[config.mk]
export PLATFORM = sky130hd
export DESIGN_NAME = mem_arbiter_flat
export DESIGN_NICKNAME = d
export VERILOG_FILES = /design/src/rtl/mem_arbiter_if.sv /design/src/rtl/mem_arbiter.sv /design/src/flat_wrapper.sv
export SDC_FILE = /design/constraint.sdc
export NUM_CORES = 1
export LEC_CHECK = 0
export CORE_UTILIZATION = 35
export CTS_BUF_LIST = sky130_fd_sc_hd__clkbuf_4
export DETAILED_ROUTE_END_ITERATION = 6
export HOLD_SLACK_MARGIN = 0.12
export PLACE_DENSITY = 0.84
export REMOVE_ABC_BUFFERS = 1
export SETUP_SLACK_MARGIN = 0.5
export SLEW_MARGIN = 20
export SYNTH_ARGS = -nofsm -noshare
export SYNTH_HDL_FRONTEND = slang
export SYNTH_SLANG_ARGS = --single-unit
[constraint.sdc]
create_clock -name clk -period 2.9 [get_ports clk]
set_clock_uncertainty 0.15 [all_clocks]
set_input_delay 0.58 -clock clk [delete_from_list [all_inputs] [get_ports clk]]
set_output_delay 0.58 -clock clk [all_outputs]
set_load 0.03 [all_outputs]
[src/rtl/mem_arbiter_if.sv]
// Bus bundle for mem_arbiter: I-port refill, D-port single beat and downstream burst.
interface mem_arbiter_if;
  logic        inst_read_req;
  logic [31:0] inst_addr;
  logic        inst_addr_ok;
  logic [31:0] inst_read_data;
  logic        inst_valid;
  logic        inst_last;
  logic        data_req;
  logic        data_we;
  logic [31:0] data_addr;
  logic [31:0] data_wdata;
  logic        data_addr_ok;
  logic [31:0] data_rdata;
  logic        data_valid;
  logic        mem_req;
  logic        mem_we;
  logic [31:0] mem_addr;
  logic [31:0] mem_wdata;
  logic [3:0]  mem_len;
  logic        mem_addr_ok;
  logic        mem_valid;
  logic        mem_last;
  logic [31:0] mem_rdata;
  logic        proto_err;

  modport slave (
    input  inst_read_req, inst_addr, data_req, data_we, data_addr, data_wdata,
           mem_addr_ok, mem_valid, mem_last, mem_rdata,
    output inst_addr_ok, inst_read_data, inst_valid, inst_last,
           data_addr_ok, data_rdata, data_valid,
           mem_req, mem_we, mem_addr, mem_wdata, mem_len, proto_err
  );

  modport master (
    output inst_read_req, inst_addr, data_req, data_we, data_addr, data_wdata,
           mem_addr_ok, mem_valid, mem_last, mem_rdata,
    input  inst_addr_ok, inst_read_data, inst_valid, inst_last,
           data_addr_ok, data_rdata, data_valid,
           mem_req, mem_we, mem_addr, mem_wdata, mem_len, proto_err
  );
endinterface

[src/rtl/mem_arbiter.sv]
// Two-port memory arbiter: I-cache line refills and D-port single beats share one
// downstream burst interface with a single transaction in flight.
module mem_arbiter #(
  parameter int unsigned BURST_LEN = 16,
  parameter bit          DATA_PRIO = 1'b1
) (
  input logic          clk,
  input logic          rst_n,
  mem_arbiter_if.slave bus
);
  typedef enum logic [1:0] {IDLE, ADDR, BEAT} state_t;
  typedef enum logic {PORT_INST, PORT_DATA} port_t;

  localparam logic [3:0] INST_LEN = 4'(BURST_LEN - 1);

  state_t      state, state_nxt;
  port_t       grant, last_grant, winner;
  logic [31:0] addr_q, wdata_q;
  logic        we_q;
  logic [3:0]  len_q, beat_cnt;
  logic        proto_err_q;
  logic        any_req, beat_end, bad_last, beat_fwd, idle_junk;

  assign any_req   = bus.inst_read_req | bus.data_req;
  assign beat_end  = (state == BEAT) & bus.mem_valid & bus.mem_last;
  assign bad_last  = beat_end & (beat_cnt != len_q);
  // A premature last beat still closes the burst but is never forwarded.
  assign beat_fwd  = (state == BEAT) & bus.mem_valid & ~bad_last;
  assign idle_junk = (state == IDLE) & (bus.mem_valid | bus.mem_addr_ok);

  always_comb begin
    winner = PORT_INST;
    if (bus.data_req && bus.inst_read_req) begin
      if (DATA_PRIO) winner = PORT_DATA;
      else           winner = (last_grant == PORT_INST) ? PORT_DATA : PORT_INST;
    end else if (bus.data_req) begin
      winner = PORT_DATA;
    end
  end

  always_ff @(posedge clk or negedge rst_n) begin
    if (!rst_n) state <= IDLE;
    else        state <= state_nxt;
  end

  always_comb begin
    state_nxt = state;
    case (state)
      IDLE:    if (any_req)         state_nxt = ADDR;
      ADDR:    if (bus.mem_addr_ok) state_nxt = BEAT;
      BEAT:    if (beat_end)        state_nxt = IDLE;
      default:                      state_nxt = IDLE;
    endcase
  end

  always_ff @(posedge clk or negedge rst_n) begin
    if (!rst_n) begin
      grant       <= PORT_INST;
      last_grant  <= PORT_INST;
      addr_q      <= '0;
      wdata_q     <= '0;
      we_q        <= 1'b0;
      len_q       <= '0;
      beat_cnt    <= '0;
      proto_err_q <= 1'b0;
    end else begin
      if (state == IDLE && any_req) begin
        grant      <= winner;
        last_grant <= winner;
        if (winner == PORT_DATA) begin
          addr_q  <= bus.data_addr;
          wdata_q <= bus.data_wdata;
          we_q    <= bus.data_we;
          len_q   <= '0;
        end else begin
          addr_q  <= bus.inst_addr;
          wdata_q <= '0;
          we_q    <= 1'b0;
          len_q   <= INST_LEN;
        end
      end
      if (state == ADDR && bus.mem_addr_ok) beat_cnt <= '0;
      else if (state == BEAT && bus.mem_valid) beat_cnt <= beat_cnt + 4'd1;
      if (bad_last || idle_junk) proto_err_q <= 1'b1;
    end
  end

  always_comb begin
    bus.mem_req        = 1'b0;
    bus.mem_we         = 1'b0;
    bus.mem_addr       = '0;
    bus.mem_wdata      = '0;
    bus.mem_len        = '0;
    bus.inst_addr_ok   = 1'b0;
    bus.data_addr_ok   = 1'b0;
    bus.inst_valid     = 1'b0;
    bus.inst_last      = 1'b0;
    bus.inst_read_data = '0;
    bus.data_valid     = 1'b0;
    bus.data_rdata     = '0;
    bus.proto_err      = proto_err_q;
    if (state == ADDR) begin
      bus.mem_req      = 1'b1;
      bus.mem_we       = we_q;
      bus.mem_addr     = addr_q;
      bus.mem_wdata    = wdata_q;
      bus.mem_len      = len_q;
      bus.inst_addr_ok = bus.mem_addr_ok & (grant == PORT_INST);
      bus.data_addr_ok = bus.mem_addr_ok & (grant == PORT_DATA);
    end
    if (beat_fwd) begin
      if (grant == PORT_INST) begin
        bus.inst_valid     = 1'b1;
        bus.inst_read_data = bus.mem_rdata;
        bus.inst_last      = bus.mem_last;
      end else begin
        bus.data_valid = 1'b1;
        bus.data_rdata = we_q ? '0 : bus.mem_rdata;
      end
    end
  end
endmodule
[src/flat_wrapper.sv]
// flat-port wrapper written by rule: the top's interface ports become plain ports
module mem_arbiter_flat 
#(
  parameter int unsigned BURST_LEN = 16,
  parameter bit          DATA_PRIO = 1'b1
)
  (clk, rst_n, bus_inst_read_req, bus_inst_addr, bus_data_req, bus_data_we, bus_data_addr, bus_data_wdata, bus_mem_addr_ok, bus_mem_valid, bus_mem_last, bus_mem_rdata, bus_inst_addr_ok, bus_inst_read_data, bus_inst_valid, bus_inst_last, bus_data_addr_ok, bus_data_rdata, bus_data_valid, bus_mem_req, bus_mem_we, bus_mem_addr, bus_mem_wdata, bus_mem_len, bus_proto_err);
  mem_arbiter_if bus_i ();
  input logic clk;
  input logic rst_n;
  input wire logic [$bits(bus_i.inst_read_req)-1:0] bus_inst_read_req;
  input wire logic [$bits(bus_i.inst_addr)-1:0] bus_inst_addr;
  input wire logic [$bits(bus_i.data_req)-1:0] bus_data_req;
  input wire logic [$bits(bus_i.data_we)-1:0] bus_data_we;
  input wire logic [$bits(bus_i.data_addr)-1:0] bus_data_addr;
  input wire logic [$bits(bus_i.data_wdata)-1:0] bus_data_wdata;
  input wire logic [$bits(bus_i.mem_addr_ok)-1:0] bus_mem_addr_ok;
  input wire logic [$bits(bus_i.mem_valid)-1:0] bus_mem_valid;
  input wire logic [$bits(bus_i.mem_last)-1:0] bus_mem_last;
  input wire logic [$bits(bus_i.mem_rdata)-1:0] bus_mem_rdata;
  output wire logic [$bits(bus_i.inst_addr_ok)-1:0] bus_inst_addr_ok;
  output wire logic [$bits(bus_i.inst_read_data)-1:0] bus_inst_read_data;
  output wire logic [$bits(bus_i.inst_valid)-1:0] bus_inst_valid;
  output wire logic [$bits(bus_i.inst_last)-1:0] bus_inst_last;
  output wire logic [$bits(bus_i.data_addr_ok)-1:0] bus_data_addr_ok;
  output wire logic [$bits(bus_i.data_rdata)-1:0] bus_data_rdata;
  output wire logic [$bits(bus_i.data_valid)-1:0] bus_data_valid;
  output wire logic [$bits(bus_i.mem_req)-1:0] bus_mem_req;
  output wire logic [$bits(bus_i.mem_we)-1:0] bus_mem_we;
  output wire logic [$bits(bus_i.mem_addr)-1:0] bus_mem_addr;
  output wire logic [$bits(bus_i.mem_wdata)-1:0] bus_mem_wdata;
  output wire logic [$bits(bus_i.mem_len)-1:0] bus_mem_len;
  output wire logic [$bits(bus_i.proto_err)-1:0] bus_proto_err;
  assign bus_i.inst_read_req = bus_inst_read_req;
  assign bus_i.inst_addr = bus_inst_addr;
  assign bus_i.data_req = bus_data_req;
  assign bus_i.data_we = bus_data_we;
  assign bus_i.data_addr = bus_data_addr;
  assign bus_i.data_wdata = bus_data_wdata;
  assign bus_i.mem_addr_ok = bus_mem_addr_ok;
  assign bus_i.mem_valid = bus_mem_valid;
  assign bus_i.mem_last = bus_mem_last;
  assign bus_i.mem_rdata = bus_mem_rdata;
  assign bus_inst_addr_ok = bus_i.inst_addr_ok;
  assign bus_inst_read_data = bus_i.inst_read_data;
  assign bus_inst_valid = bus_i.inst_valid;
  assign bus_inst_last = bus_i.inst_last;
  assign bus_data_addr_ok = bus_i.data_addr_ok;
  assign bus_data_rdata = bus_i.data_rdata;
  assign bus_data_valid = bus_i.data_valid;
  assign bus_mem_req = bus_i.mem_req;
  assign bus_mem_we = bus_i.mem_we;
  assign bus_mem_addr = bus_i.mem_addr;
  assign bus_mem_wdata = bus_i.mem_wdata;
  assign bus_mem_len = bus_i.mem_len;
  assign bus_proto_err = bus_i.proto_err;
  mem_arbiter #(.BURST_LEN(BURST_LEN), .DATA_PRIO(DATA_PRIO)) u_core (.clk(clk), .rst_n(rst_n), .bus(bus_i));
endmodule
# Word-level counts from Yosys, hierarchy flattened
# Cells that the tools add are included.
[totals] reg_bits=77 inputBits=136 output_inout_bits=140 word_cells=64
[classes] n_addsub=1 n_eq_ne=6 n_mux=30 bitwise_logic=11 n_reduce_logical=8
[ops] op="32-bit two-way mux" count=9
[ops] op="4-bit two-way mux" count=4
[ops] op="1-bit two-way mux" count=13
[ops] op="1-bit AND" count=7
[ops] op="2-bit two-way mux" count=3
[ops] op="2-bit one-hot mux with 3 select lines" count=1
[ops] op="4-bit by 1-bit adder with 4-bit output (second input constant)" count=1
[ops] op="1-bit logical AND" count=4
[ops] op="2-bit by 1-bit != test with 1-bit output (second input constant)" count=2
[ops] op="4-bit != test" count=1
[ops] op="3-bit AND reduction" count=1
[ops] op="2-bit by 1-bit == test with 1-bit output (second input constant)" count=1
[ops] op="2-bit == test (second input constant)" count=1
[ops] op="2-bit logical NOT" count=1
[ops] op="2-bit != test (second input constant)" count=1
[ops] op="1-bit NOT" count=2
[ops] op="1-bit bitwise OR" count=2
[ops] op="2-bit nonzero test" count=1
[ops] op="1-bit logical OR" count=1

# Longest topological paths before layout
# Gate-level depths: netlist of the first run.
[logic_depth] word_depth=7 ltp_mapped=6 ltp_nobuf=4

# Worst setup path after synthesis of the first run
# OpenSTA, ideal clock, no wires.
[synth_timing] kind="register to output" start="register u_core.beat_cnt[2]" end="output bus_inst_read_data[10]" t_arrival_ns=2.411 t_required_ns=2.170 path_slack_ns=-0.241 stages_incl_launch_ff=5 n_path_buf=1 cell_sequence="dfrtp_1 > or4_4 > o221a_4 > buf_2 > nor4b_1"
[synth_via] elab_chain_len=5
[synth_rtl] element="from (decl)" line_no="mem_arbiter.sv:20" text="logic [3:0] len_q, beat_cnt;"
[synth_rtl] element="from (signal assigned)" line_no="mem_arbiter.sv:83" text="else if (state == BEAT && bus.mem_valid) beat_cnt <= beat_cnt + 4'd1;"
[synth_rtl] element="4-bit != test" line_no="mem_arbiter.sv:26" text="assign bad_last = beat_end & (beat_cnt != len_q);"
[synth_rtl] element="1-bit AND" line_no="mem_arbiter.sv:26"
[synth_rtl] element="1-bit NOT" line_no="mem_arbiter.sv:28" text="assign beat_fwd = (state == BEAT) & bus.mem_valid & ~bad_last;"
[synth_rtl] element="1-bit AND" line_no="mem_arbiter.sv:28"
[synth_rtl] element="32-bit two-way mux" line_no="mem_arbiter.sv:111" text="if (beat_fwd) begin"
[synth_rtl] element="to (decl)" line_no="flat_wrapper.sv:22" text="output wire logic [$bits(bus_i.inst_read_data)-1:0] bus_inst_read_data;"
# Every way passes these cells.

# Worst setup path after layout of the first run
[layout_timing] start="register u_core.beat_cnt[0]" end="output bus_inst_read_data[24]"
# The elaborated chain is that of the path after synthesis.

==> flow_metrics.env, run 1 <==
export IMPL_status="finished, violations left"
export IMPL_violations="setup timing"
export IMPL_yosysTopAreaCell="dfrtp_1"
export IMPL_setup_viol=53
export IMPL_rrSetupSlack_ps=950
export IMPL_peakVddDrop_mv=0.483
export IMPL_synth_xor_area_frac=0.00409
export IMPL_synth_simple_gate_area_frac=0.334
export IMPL_worstReg2RegStart="u_core.state[0]"
export IMPL_root_buffer="clkbuf_4"
export IMPL_slew_violations=0
export IMPL_dr_first_iter_drc_count=563
export IMPL_required_ps=2170
export IMPL_diodes=0
export IMPL_multi_input_area_sq_um=2650
export IMPL_slew_limit_headroom=0.380
export IMPL_crit_chain="or4_4 -> o221a_4 -> buf_4 -> nor4b_2 -> buf_4"
export IMPL_worst_slack_ps=-235
export IMPL_synth_top_family_by_area="simple AND/OR/NAND/NOR gates"
export IMPL_finalSetupTns_ps=-6340
export IMPL_slowest_stage="or4_4"
export IMPL_synth_area_per_cell_sq_um=9.83
export IMPL_max_cap_violations=0
export IMPL_syn_cell_area_sq_um=4290
export IMPL_fin_util=0.670
export IMPL_via_per_inst=5.75
export IMPL_synthAdderAreaFrac=0.00292
export IMPL_tightestPinTransition_ps=931
export IMPL_fill_cells=889
export IMPL_start_util=0.358
export IMPL_synthTopCellsByArea="dfrtp_1, nor4b_1, and2_1, a221o_1, a22o_1"
export IMPL_first_global_vias=5066
export IMPL_switchingPower_uw=3570
export IMPL_gr_total_overflow=0
export IMPL_clk_pin_slew_ps=130
export IMPL_endpoint_kind="primary output"
export IMPL_async_flop_share=1.00
export IMPL_post_route_period_util=1.08
export IMPL_synth_top_area_frac=0.432
export IMPL_hp_class="in2async"
export IMPL_grt_pass1_wl_mm=27.2
export IMPL_synth_top_flop_cell="dfrtp_1"
export IMPL_p_comb_frac=0.680
export IMPL_synth_compound_area_share=0.165
export IMPL_fin_crit_ps=3140
export IMPL_ys_seq_elements=74
export IMPL_arrival_ps=2410
export IMPL_synth_edff_count=0
export IMPL_cts_sinks=74
export IMPL_clkLatencyLatePin_ps=420
export IMPL_routedWlPerCell_um=21.4
export IMPL_area_growth_pct=86.9
export IMPL_synth_cell_types=38
export IMPL_grt_max_degree=75
export IMPL_rows=40
export IMPL_seqPwrFrac=0.236
export IMPL_path_max_fanout=6
export IMPL_vias=4961
export IMPL_syn_inst=436
export IMPL_cts_hold_buf=0
export IMPL_htreeDepth=3
export IMPL_clkPwrFrac=0.084
export IMPL_drive_gt1_frac=0.405
export IMPL_swShare=0.456
export IMPL_cts_made_buffers=9
export IMPL_cts_tree="done"
export IMPL_coreArea_sq_um=12000
export IMPL_seqCellArea_sq_um=1850
export IMPL_startpoint_type="flop"
export IMPL_cpMostUsedCell="buf_4"
export IMPL_startpoint="u_core.beat_cnt[0]"
export IMPL_fin_nets=848
export IMPL_max_freq_mhz=319
export IMPL_grt_antenna_before_repair=0
export IMPL_die_area_sq_um=12700
export IMPL_die_h_um=113
export IMPL_die_w_um=113
export IMPL_post_dp_hpwl_mm=11.8
export IMPL_port_buffers=275
export IMPL_cts_max_path_buffers=2
export IMPL_first_pass_iters=5
export IMPL_gp_congestion=0.910
export IMPL_track_usage=0.277
export IMPL_final_antenna_net_count=0
export IMPL_slowest_delay_ps=570
export IMPL_yosysWarnings=0
export IMPL_hold_viol=0
export IMPL_io_pins=276
export IMPL_leakage_uw=0.00351
export IMPL_synthMuxAreaShare=0.00233
export IMPL_crit_type="reg2out"
export IMPL_drc_errors=0
export IMPL_drt_wl_total_mm=18.4
export IMPL_ys_seq_area_frac=0.432
export IMPL_internal_power_uw=4260
export IMPL_rsz0062_at_grt="yes"
export IMPL_r2r_cells=4
export IMPL_p_per_area_nw_per_um2=977
export IMPL_rr_endpoint="u_core.addr_q[24]"
-- Yosys cell counts (2+ instances only) --
| cell type | number |
|---|---|
| buf_2 | 2 |
| a21oi_1 | 3 |
| o21ai_0 | 4 |
| buf_6 | 2 |
| buf_4 | 3 |
| nand2_1 | 5 |
| dfrtp_1 | 74 |
| nor2b_1 | 2 |
| a221o_1 | 32 |
| nor4b_2 | 6 |
| nor4b_1 | 58 |
| nor2_1 | 36 |
| and2_1 | 67 |
| buf_1 | 4 |
| a22o_1 | 33 |
| clkbuf_1 | 49 |
| nand3_1 | 33 |
| nand3b_1 | 2 |
| nor3_1 | 2 |
-- cells in the final DEF, fill, tap and decap left out, types with 7 or more instances in the layout --
master / synthesis / final
nor4b_1: 58 / 35
and2_1: 67 / 36
buf_6: 2 / 54
a221o_1: 32 / 32
buf_4: 3 / 98
nor4b_4: 0 / 12
clkbuf_4: 0 / 11
buf_2: 2 / 16
and2_4: 0 / 30
nand3_1: 33 / 32
nor4b_2: 6 / 17
dfrtp_1: 74 / 72
buf_12: 0 / 12
a22o_1: 33 / 33
nor2_2: 0 / 7
nor2_1: 36 / 23
clkdlybuf4s50_1: 0 / 135
-- sequential cells by signal, summed over array words and instances, names as in the netlist --
name,cells
u_core.bus.proto_err,1
u_core.len_q,1
u_core.addr_q,32
u_core.wdata_q,32
u_core.grant,1
u_core.beat_cnt,4
u_core.state,2
u_core.we_q,1
-- cell type report --
class,instances,share of cell area
repair buffers,322,0.397
clock buffers,11,0.0103
clock inverters,5,0.00687
inverters,1,0.000468
multi-input cells,303,0.331
flip-flops and latches,74,0.231
well taps,147,0.0230
-- cell families (layout without fill, tap and decap cells) --
kind of cell	Yosys count	in the layout
compound gates	79	81
xor+xnor	2	2
fa+ha+maj	1	1
buf+inv	61	339
flops	74	74
mux	1	1
simple gates	218	218
-- power groups by stage --
stage	sequential [uW]	clock (uW)	combinational, uW
global route	1900	717	5580
global placement	1830	0	4190
finish	1850	655	5330
floorplan	1790	0	2430
CTS	1840	682	4970
detailed placement	1850	0	4260
-- timing repair --
item / in CTS / in global routing
cloned: 5 / 2
gates resized for setup: 507 / 63
pin swaps: 24 / 8
setup buffers: 14 / 4
setup endpoints to repair: 139 / 121
-- metal layers --
metal	vias up	track usage	routed length, um
met5	-	0	0
met4	0	0.168	987
met3	67	0.0648	1560
met2	306	0.495	9370
met1	2410	0.296	6530
li1	2178	-	-
-- worst max-delay path: cells and delay by family, from the launching register on --
family / cells / cell delay, ps
AO/OA/AOI/OAI: 1 / 290
buffers and inverters: 2 / 410
flip-flops: 1 / 400
AND/OR/NAND/NOR: 2 / 880
-- stage by stage --
stage / total power (uW) / area (sq um) / instances / hold WS [ps] / setup WS, ps
after floorplan: 4220 / 4030 / 376 / 134 / -1270
final: 7830 / 8010 / 863 / 133 / -235
after CTS: 7490 / 7730 / 857 / 134 / -196
after global routing: 8200 / 8010 / 863 / 186 / -298
after global placement: 6020 / 7130 / 822 / 326 / 156
after detailed placement: 6110 / 7130 / 822 / 324 / 44.0
-- worst max-delay path by stage --
| stage | end | slack [ps] | cells after the start |
|---|---|---|---|
| after floorplan | bus_mem_len[0] | -1270 | 2 |
| after global routing | bus_inst_read_data[30] | -300 | 5 |
| after global placement | bus_inst_read_data[10] | 160 | 5 |
| final | bus_inst_read_data[24] | -240 | 5 |
| after CTS | bus_inst_read_data[10] | -200 | 5 |
| after detailed placement | bus_inst_read_data[14] | 40 | 5 |
Note: power is estimated with default switching activity, not from simulation.
==> inputs of run 2 (changes only) <==
--- a/config.mk
+++ b/config.mk
@@ -5,11 +5,12 @@
 export SDC_FILE = /design/constraint.sdc
 export NUM_CORES = 1
 export LEC_CHECK = 0
-export CORE_UTILIZATION = 35
+export CAP_MARGIN = 20
+export CORE_UTILIZATION = 38
 export CTS_BUF_LIST = sky130_fd_sc_hd__clkbuf_4
 export DETAILED_ROUTE_END_ITERATION = 6
 export HOLD_SLACK_MARGIN = 0.12
-export PLACE_DENSITY = 0.84
+export PLACE_DENSITY = 0.9
 export REMOVE_ABC_BUFFERS = 1
 export SETUP_SLACK_MARGIN = 0.5
 export SLEW_MARGIN = 20
==> run 2 against run 1 <==
- the flow still finishes with violations (setup timing)
- via count increased by 4.7%
- total power increased by 11%
- final cell count decreased by 1.5%
- sequential share of layout area decreased by 1.4 points
- sequential power increased by 2%
- flip-flop and latch count unchanged
- register-to-register slack about the same
- routed wire length increased by 10%
- critical path type unchanged
- global-route usage increased by 2.3 points
==> flow_metrics.env, run 2 (synthesis gave the netlist of run 1 again) <==
export IMPL_worst_slack_ps=-257
export IMPL_startpoint_type="flop"
export IMPL_first_pass_iters=5
export IMPL_required_ps=2170
export IMPL_routedWlPerCell_um=23.9
export IMPL_slew_limit_headroom=0.369
export IMPL_fin_area_sq_um=8530
export IMPL_arrival_ps=2430
export IMPL_die_w_um=108
export IMPL_slew_violations=0
export IMPL_post_dp_hpwl_mm=11.3
export IMPL_grt_max_degree=75
export IMPL_rows=38
export IMPL_peakVddDrop_mv=0.593
export IMPL_root_buffer="clkbuf_4"
export IMPL_htreeDepth=3
export IMPL_grtUsageMet3=0.0826
export IMPL_fill_cells=615
export IMPL_cts_sinks=74
export IMPL_crit_type="reg2out"
export IMPL_grt_util_met1=0.325
export IMPL_cts_max_path_buffers=2
export IMPL_track_usage=0.299
export IMPL_max_freq_mhz=317
export IMPL_fin_util=0.780
export IMPL_p_per_area_nw_per_um2=1020
export IMPL_die_area_sq_um=11700
export IMPL_start_util=0.392
export IMPL_port_buffers=275
export IMPL_leakage_uw=0.00368
export IMPL_rsz0062_at_grt="yes"
export IMPL_reg_largest_list="u_core.addr_q (32), u_core.wdata_q (32), u_core.beat_cnt (4)"
export IMPL_final_common_cell="clkdlybuf4s50_1"
export IMPL_endpoint_kind="primary output"
export IMPL_max_cap_violations=0
export IMPL_drive_gt1_frac=0.462
export IMPL_tightestPinTransition_ps=946
export IMPL_die_h_um=108
export IMPL_cts_hold_buf=0
export IMPL_cts_made_buffers=9
export IMPL_violations="setup timing"
export IMPL_fin_nets=842
export IMPL_grt_busiest_layer="met2"
export IMPL_seqCellArea_sq_um=1850
export IMPL_hp_class="in2async"
export IMPL_diodes=0
export IMPL_clk_pin_slew_ps=140
export IMPL_hold_viol=0
export IMPL_finalSetupTns_ps=-10320
export IMPL_io_pins=276
export IMPL_mostFrequentLayoutCells="clkdlybuf4s50_1, buf_6, dfrtp_1"
export IMPL_drt_wl_total_mm=20.4
export IMPL_clkLatencyLatePin_ps=420
export IMPL_first_global_vias=4868
export IMPL_gr_total_overflow=0
export IMPL_area_growth_pct=99.0
export IMPL_placed_area_sq_um=7000
export IMPL_grt_pass1_wl_mm=26.7
export IMPL_path_max_fanout=17
export IMPL_multi_input_area_sq_um=2860
export IMPL_drc_errors=0
export IMPL_via_per_inst=6.11
export IMPL_gp_congestion=0.847
export IMPL_dr_first_iter_drc_count=617
export IMPL_status="finished, violations left"
export IMPL_globalRouteMet2Util=0.521
export IMPL_cts_tree="done"
export IMPL_vias=5195
export IMPL_final_antenna_net_count=0
export IMPL_pre_cts_ws_ps=152
export IMPL_whs_ps=112
export IMPL_coreArea_sq_um=10900
export IMPL_post_route_period_util=1.09
export IMPL_grt_antenna_before_repair=0
export IMPL_setup_viol=66
export IMPL_fin_crit_ps=3160
==> run 2: changes by cell type in the layout (fill, tap and decap cells not counted), moves of 4 or more <==
cell       delta
and2_1       -36
and2_4       +36
buf_12        -5
buf_2        -16
buf_4        -43
buf_6        +52
clkbuf_16     +5
nor2_1        -6
nor2_2        -4
nor2_4       +10
nor4b_2       -4
nor4b_4       +7
==> run 2: routing by layer <==
| metal | vias to the layer above | share of wire |
|---|---|---|
| met5 | - | 0 |
| met4 | 0 | 0.053 |
| met3 | 101 | 0.083 |
| met2 | 379 | 0.51 |
| met1 | 2547 | 0.35 |
| li1 | 2168 | - |
==> run 2: worst paths after layout <==
kind	start	endpoint	slack (ps)	depth (start not counted)
worst max-delay path	u_core.beat_cnt[2]	bus_inst_read_data[4]	-260	5
worst min-delay path	rst_n	u_core.wdata_q[26]	110	1
worst max register to register	u_core.state[0]	u_core.addr_q[30]	950	4
worst min register to register	u_core.wdata_q[1]	u_core.wdata_q[1]	370	1
max in group asynchronous	rst_n	u_core.state[0]	1800	1
min in group clk	u_core.wdata_q[1]	u_core.wdata_q[1]	370	1
==> run 2: critical path: stages, from the launching register on <==
cell	delay (ps)
dfrtp_1	410
or4_4	560
o221a_4	290
buf_16	190
nor4b_4	370
buf_6	190
==> run 2: per-stage QoR <==
step	instances	power, uW
4_1_cts	838	7300
5_1_grt	850	9060
3_5_place_dp	807	6020
6_report	850	8710
2_1_floorplan	376	4220
3_3_place_gp	807	5930
==> run 2: cell type report <==
type | count | share of cell area
repair buffers | 318 | 0.407
multi-input cells | 301 | 0.335
flip-flops and latches | 74 | 0.217
well taps | 140 | 0.0205
clock inverters | 7 | 0.0116
clock buffers | 9 | 0.00792
inverters | 1 | 0.000440
==> run 2: report_power, final <==
part / switching [uW] / internal (uW) / leakage, uW
sequential: 350 / 1540 / 0.000922
combinational: 3160 / 2910 / 0.00266
clock: 399 / 357 / 0.0000890
==> run 2: what timing repair did <==
| action | CTS | global route |
|---|---|---|
| endpoints found under the setup margin | 139 | 139 |
| pin swaps | 7 | 72 |
| gates resized for setup | 476 | 232 |
| setup buffers | 10 | 4 |
| gates cloned | 5 | 8 |
